File: config.mk
export PLATFORM = sky130hd
export DESIGN_NAME = buffer_ctrl
export DESIGN_NICKNAME = d
export VERILOG_FILES = /design/src/rtl/buffer_pkg.sv /design/src/rtl/buffer_ctrl.sv
export SDC_FILE = /design/constraint.sdc
export NUM_CORES = 1
export LEC_CHECK = 0
export BUFFER_PORTS_ARGS = -buffer_cell sky130_fd_sc_hd__buf_2
export CORE_MARGIN = 2
export CORE_UTILIZATION = 41
export DETAILED_ROUTE_END_ITERATION = 7
export PLACE_DENSITY = 0.91
export RECOVER_POWER = 25
export SLEW_MARGIN = 15
export SYNTH_ARGS = -nofsm -noshare
export SYNTH_HDL_FRONTEND = slang
export SYNTH_SLANG_ARGS = --single-unit
export TNS_END_PERCENT = 100
File: constraint.sdc
create_clock -name clk -period 4.3 [get_ports clk]
set_clock_uncertainty 0.05 [all_clocks]
set_input_delay 0.215 -clock clk [delete_from_list [all_inputs] [get_ports clk]]
set_output_delay 0.215 -clock clk [all_outputs]
set_load 0.01 [all_outputs]
File: src/rtl/buffer_pkg.sv
// Shared types and default widths for the ping-pong buffer controller.
package buffer_pkg;

  typedef enum logic [1:0] {
    RENDER    = 2'd0,
    WAIT_SWAP = 2'd1,
    SWAP      = 2'd2
  } state_e;

  localparam int ADDR_W_DEF    = 10;
  localparam int DATA_W_DEF    = 12;
  localparam int RAM_DEPTH_DEF = 1024;

endpackage

File: src/rtl/buffer_ctrl.sv
// Arbitrates the shared ping-pong buffer port between renderer and scanout,
// and swaps front/back buffers at vsync once a complete frame is written.
//
// state     | meaning
// ----------+---------------------------------------------------------
// RENDER    | accepting writes into the back buffer
// WAIT_SWAP | frame complete, writes stalled, waiting for vsync
// SWAP      | swap pending; fires on the first cycle without a read
module buffer_ctrl
  import buffer_pkg::*;
#(
  parameter int ADDR_W    = ADDR_W_DEF,
  parameter int DATA_W    = DATA_W_DEF,
  parameter int RAM_DEPTH = RAM_DEPTH_DEF
) (
  input  logic              clk,
  input  logic              rst,
  input  logic              wr_valid,
  output logic              wr_ready,
  input  logic [ADDR_W-1:0] wr_addr,
  input  logic [DATA_W-1:0] wr_data,
  input  logic              wr_last,
  input  logic              rd_req,
  input  logic [ADDR_W-1:0] rd_addr,
  output logic              rd_valid,
  output logic [DATA_W-1:0] rd_data,
  input  logic              vsync,
  output logic              buf_en,
  output logic              buf_w_en,
  output logic              buf_swap_en,
  output logic [ADDR_W-1:0] buf_addr,
  output logic [DATA_W-1:0] buf_din,
  input  logic [DATA_W-1:0] buf_dout,
  output logic              front_sel,
  output logic [7:0]        swap_cnt,
  output logic [7:0]        late_cnt,
  output logic              oob_err
);

  // One extra bit so a depth equal to 2**ADDR_W still compares correctly.
  localparam logic [ADDR_W:0] DEPTH_L = (ADDR_W + 1)'(RAM_DEPTH);

  state_e state, state_nx;
  logic   wr_hs;
  logic   wr_in_range;
  logic   swap_fire;
  logic   late_inc;

  assign wr_in_range = {1'b0, wr_addr} < DEPTH_L;
  assign wr_ready    = !rst && (state == RENDER) && !rd_req;
  assign wr_hs       = wr_valid && wr_ready;
  assign swap_fire   = !rst && (state == SWAP) && !rd_req;
  assign late_inc    = (state == RENDER) && vsync;
  assign rd_data     = rd_valid ? buf_dout : '0;

  always_comb begin
    buf_en      = 1'b0;
    buf_w_en    = 1'b0;
    buf_swap_en = 1'b0;
    buf_addr    = '0;
    buf_din     = '0;
    state_nx    = state;

    if (!rst) begin
      if (rd_req) begin
        buf_en   = 1'b1;
        buf_addr = rd_addr;
      end else if (wr_hs) begin
        // Out-of-range writes still handshake but never reach the RAM.
        buf_en   = wr_in_range;
        buf_w_en = wr_in_range;
        buf_addr = wr_addr;
        buf_din  = wr_data;
      end else if (swap_fire) begin
        buf_en      = 1'b1;
        buf_swap_en = 1'b1;
      end

      unique case (state)
        RENDER:    if (wr_hs && wr_last) state_nx = WAIT_SWAP;
        WAIT_SWAP: if (vsync)            state_nx = SWAP;
        SWAP:      if (!rd_req)          state_nx = RENDER;
        default:                         state_nx = RENDER;
      endcase
    end
  end

  always_ff @(posedge clk) begin
    if (rst) begin
      state     <= RENDER;
      front_sel <= 1'b0;
      swap_cnt  <= 8'd0;
      late_cnt  <= 8'd0;
      oob_err   <= 1'b0;
      rd_valid  <= 1'b0;
    end else begin
      state    <= state_nx;
      rd_valid <= rd_req;
      if (swap_fire) begin
        front_sel <= ~front_sel;
        swap_cnt  <= swap_cnt + 8'd1;
      end
      if (late_inc && (late_cnt != 8'hFF)) late_cnt <= late_cnt + 8'd1;
      if (wr_hs && !wr_in_range) oob_err <= 1'b1;
    end
  end

endmodule

# ---- Word level (Yosys, flattened, before mapping)
# Index checks and enable logic that the tools add are counted.
dict set report op_classes {
  n_reduce_logical 12
  add_sub_neg 2
  order_cmp 0
  n_mux 21
  n_shift 0
  eq_ne 6
  mul 0
  n_bitwise 1
  div_mod_pow 0
}
# cell n
set ops {}
lappend ops {{$mux 12} 4}
lappend ops {{$mux 10} 3}
lappend ops {{$add 8x1->8 const B} 2}
lappend ops {{$mux 1} 10}
lappend ops {{$logic_and 1x1->1} 8}
lappend ops {{$ne 8x8->1 const B} 1}
lappend ops {{$mux 2} 3}
lappend ops {{$pmux 2 s3} 1}
lappend ops {{$ne 2x2->1 const B} 2}
lappend ops {{$reduce_and 3->1} 1}
lappend ops {{$eq 2x1->1 const B} 1}
lappend ops {{$eq 2x2->1 const B} 1}
lappend ops {{$logic_not 1->1} 2}
lappend ops {{$logic_not 2->1} 1}
lappend ops {{$ne 2x1->1 const B} 1}
lappend ops {{$not 1->1} 1}
dict set report totals {
  mem_count 0
  wordCells 47
  latch_bits 0
  reg_bits 20
  mem_bits_rw 0
  rom_bits 0
  out_inout_bits 57
}

# ---- Longest topological paths before layout
dict set report depth {
  depth_word 7
  ltp_mapped 5
  ltp_nobuf 4
}

# ---- Worst setup path after synthesis
# Ideal clock, no wire load.
dict set report synth_timing {
  path_kind {register -> output}
  start {reg state[0]}
  end {out buf_addr[0]}
  n_path_buf 1
  path_slack_ps 2517
  path_stages_with_launch 5
  arrival_ps 1518
  path_cell_list {dfxtp_1 nor4_1 and2_1 buf_2 a22o_1}
}
dict set report synth_via {
  elab_chain_cells 7
}
# item line_no
set synth_rtl {}
lappend synth_rtl {{start: declaration} buffer_ctrl.sv:43} ;# state_e state, state_nx;
lappend synth_rtl {{start signal: assignment} buffer_ctrl.sv:97} ;# state <= state_nx;
lappend synth_rtl {{$logic_not 2->1} buffer_ctrl.sv:50} ;# assign wr_ready = !rst && (state == RENDER) && !rd_req;
lappend synth_rtl {{$logic_and 1x1->1 (2 in a row)} buffer_ctrl.sv:50}
lappend synth_rtl {{$logic_and 1x1->1} buffer_ctrl.sv:51} ;# assign wr_hs = wr_valid && wr_ready;
lappend synth_rtl {{$mux 10} buffer_ctrl.sv:68} ;# end else if (wr_hs) begin
lappend synth_rtl {{$mux 10} buffer_ctrl.sv:65} ;# if (rd_req) begin
lappend synth_rtl {{$mux 10} buffer_ctrl.sv:64} ;# if (!rst) begin
lappend synth_rtl {{end: declaration} buffer_ctrl.sv:31} ;# output logic [ADDR_W-1:0] buf_addr,
# No other way between the ends.

# ---- Final worst setup path
dict set report layout_timing {
  start {in rst}
  end {out buf_addr[8]}
}
dict set report layout_via {
  elab_chain_cells 7
}
# item line_no
set layout_rtl {}
lappend layout_rtl {{start: declaration} buffer_ctrl.sv:17} ;# input logic rst,
lappend layout_rtl {{$logic_not 1->1} --}
lappend layout_rtl {{$logic_and 1x1->1 (2 in a row)} buffer_ctrl.sv:50}
lappend layout_rtl {{$logic_and 1x1->1} buffer_ctrl.sv:51}
lappend layout_rtl {{$mux 10} buffer_ctrl.sv:68}
lappend layout_rtl {{$mux 10} buffer_ctrl.sv:65}
lappend layout_rtl {{$mux 10 (*)} buffer_ctrl.sv:64}
# Every way passes the cells marked *; elsewhere a longest branch is shown, timed or not.

==> out/metrics.csv <==
stage;metric;value;unit
clocking;cts_buffers;3;
setup_path;crit_fanout;30;
clocking;path_clk_slew;0.11;ns
setup_path;cp.required;4.03;ns
synthesis;synth-edff-count;0;
finish;areaGrowthSynthToFinish;42.7;%
global_route;grt_pass1_vias;1129;
global_route;grt_pass1_wl;4890;µm
drt;via_count;1474;
power;p_int;0.323;mW
global_route;grt_max_degree;31;
setup_path;arrival;2.43;ns
finish;mostFrequentLayoutCells;buf_2 (87), dfxtp_1 (20), clkbuf_1 (18);
min_path;hold_class;input pin to register;
synthesis;ys_warn_count;0;
setup_path;setup.worst_path.start;rst;
clocking;clk_path_buf_depth;2;
timing;fmax;371;MHz
run;cap_violations;0;
finish;fillerInstances;284;
power;sw_frac_of_total;0.240;
clocking;post_cts_buffers;0;
outcome;status;complete, no violations;
place;hpwl;2770;µm
finish;n_antenna_cell;0;
setup_path;r2r-start;state[0];
power;p_leak;0.925;nW
timing;fin_crit_sh;0.626;
clocking;tritoncts;yes;
finish;final_common_cell;buf_2;
floorplan;ioPinCount;107;
clocking;clock_latency;0.30;ns
drt;wl;3480;µm
global_route;antenna_found_initial;0;
setup_path;start_kind;input pin;
global_route;grt_overflow_total;0;
clocking;root_buffer;clkbuf_4;
setup_path;cp-endpoint;buf_addr[8];
synthesis;synth_cell_types;37;
timing;holdWs;0.166;ns
finish;finish.utilization;0.603;
timing;setup_viol;0;
synthesis;syn-num-nets;207;
power;ir_worst_vdd;0.000243;V
floorplan;dieArea;3550;µm²
synthesis;synthCells;155;
place;portBuffers;105;
drt;vias_per_cell;5.19;
place;dpl-instance-area;1780;µm²
finish;drive_gt1_frac;0.398;
power;p_clk_frac;0.360;
synthesis;ys_ff_latch;20;
setup_path;worstSetupPathType;input pin to primary output;
power;seq_power_share;0.453;
timing;fin_crit;2.69;ns
power;p_comb_frac;0.188;
floorplan;die_x;59.6;µm
floorplan;start_util;0.422;
synthesis;synthArstFlopShare;0;
clocking;cts_sinks;20;
global_route;grt_util_all_layers;0.176;
setup_path;rr_worst_depth;3;
setup_path;r2r_slack;2.48;ns
finish;final_nets;304;
synthesis;synthFlopType;dfxtp_1;
place;gp_congestion;0.772;
floorplan;die_h;59.6;µm
timing;hold_viol;0;
drt;detail_route.first_pass.iterations;4;
clocking;cts-resized-gates;0;
power;power_switching;0.102;mW
timing;tightest_slew;1.16;ns
setup_path;endpoint_kind;primary output;
setup_path;rr_endpoint;swap_cnt[7];
floorplan;rows;20;
timing;tns;0;ns
finish;fin_area;1810;µm²
synthesis;avgSynthCellArea;8.18;µm²
timing;final_max_slew_viol_count;0;
power;pwr_density_cell;235;nW/µm²
clocking;htreeDepth;1;
timing;rsz0062_at_grt;no;
synthesis;seq_area_frac_synth;0.316;
clocking;cts_hold_buf;0;
drt;ant_nets;0;
synthesis;netlist_area;1270;µm²
drt;wl_per_cell;12.2;µm
timing;slew_headroom;0.225;
drt;drtIter0Drc;53;
drt;post-route-drc-count;0;
floorplan;core_area;3000;µm²
-- through the flow --
| stage | worst slack, ns | std cells | power [mW] |
|---|---|---|---|
| floorplan | 2.52 | 155 | 0.237 |
| global placement | 2.02 | 280 | 0.275 |
| detailed placement | 1.94 | 280 | 0.277 |
| CTS | 1.71 | 284 | 0.433 |
| global route | 1.42 | 284 | 0.447 |
| finish | 1.61 | 284 | 0.425 |
-- cells in the mapped netlist, types with 2 or more instances --
master    count  share of area
mux2_2        6          0.053
ha_1          2          0.020
and3_1       14          0.069
a41oi_1       2          0.014
a21oi_1       7          0.028
and4_1        2          0.014
inv_1         5          0.015
and2_1       13          0.064
xnor2_1       2          0.014
o21ai_0       3          0.012
nand3_1       5          0.020
a211oi_1      6          0.036
nand2_1       5          0.015
nor3_1        2         0.0079
nor2b_1       6          0.030
a22o_1       10          0.069
or3_1         3          0.015
nor2_1       10          0.030
nor4_1        4          0.020
nand2b_1      2         0.0099
nand3b_1      3          0.018
dfxtp_1      20           0.32
clkbuf_1      9          0.027
-- sequential cells by signal (all words and copies together) (netlist names) --
signal / count
front_sel: 1
late_cnt: 8
rd_valid: 1
state: 2
swap_cnt: 8
-- critical path, stage by stage --
cell,delay (ns)
clkbuf_1,0.45
nor4_2,0.97
and2_1,0.46
a22o_1,0.20
buf_2,0.13
-- power by group through the flow --
stage / Sequential [mW] / Clock, mW / Combinational [mW]
floorplan: 0.197 / 0 / 0.0398
CTS: 0.193 / 0.159 / 0.0808
global route: 0.194 / 0.165 / 0.0881
global placement: 0.197 / 0 / 0.0786
detailed placement: 0.197 / 0 / 0.0805
finish: 0.193 / 0.153 / 0.0798
-- layer usage --
metal  vias up  routed length [µm]  track usage
met5         -                   0            0
met4         0                  10       0.0349
met3         2                 226       0.0480
met2        48                1730        0.284
met1       665                1510        0.236
li1        759                   -            -
-- cell type report --
cell class | count | area (µm²) | share of cell area
Inverter | 5 | 18.8 | 0.0104
Multi-Input combinational cell | 117 | 793 | 0.438
Clock inverter | 1 | 30.0 | 0.0166
Clock buffer | 3 | 22.5 | 0.0124
Timing Repair Buffer | 105 | 503 | 0.278
Sequential cell | 20 | 400 | 0.221
Tap cell | 33 | 41.3 | 0.0228
-- worst min path at each step --
stage,depth (start not counted),startpoint,slack [ns],to
3_5_place_dp,2,front_sel,0.45,front_sel
5_1_grt,3,vsync,0.16,state[1]
6_report,3,vsync,0.17,state[1]
4_1_cts,3,vsync,0.15,state[1]
3_3_place_gp,2,swap_cnt[4],0.44,swap_cnt[4]
2_1_floorplan,2,rd_req,0.33,state[1]
-- kinds of logic after synthesis --
| group | synth area share |
|---|---|
| mux | 0.0612 |
| buf+inv | 0.0632 |
| other cells | 0.00296 |
| fa+ha+maj | 0.0197 |
| xor+xnor | 0.0138 |
| compound gates | 0.178 |
| simple gates | 0.346 |
| flops | 0.316 |
No activity file was read; power rests on OpenSTA's default activity.
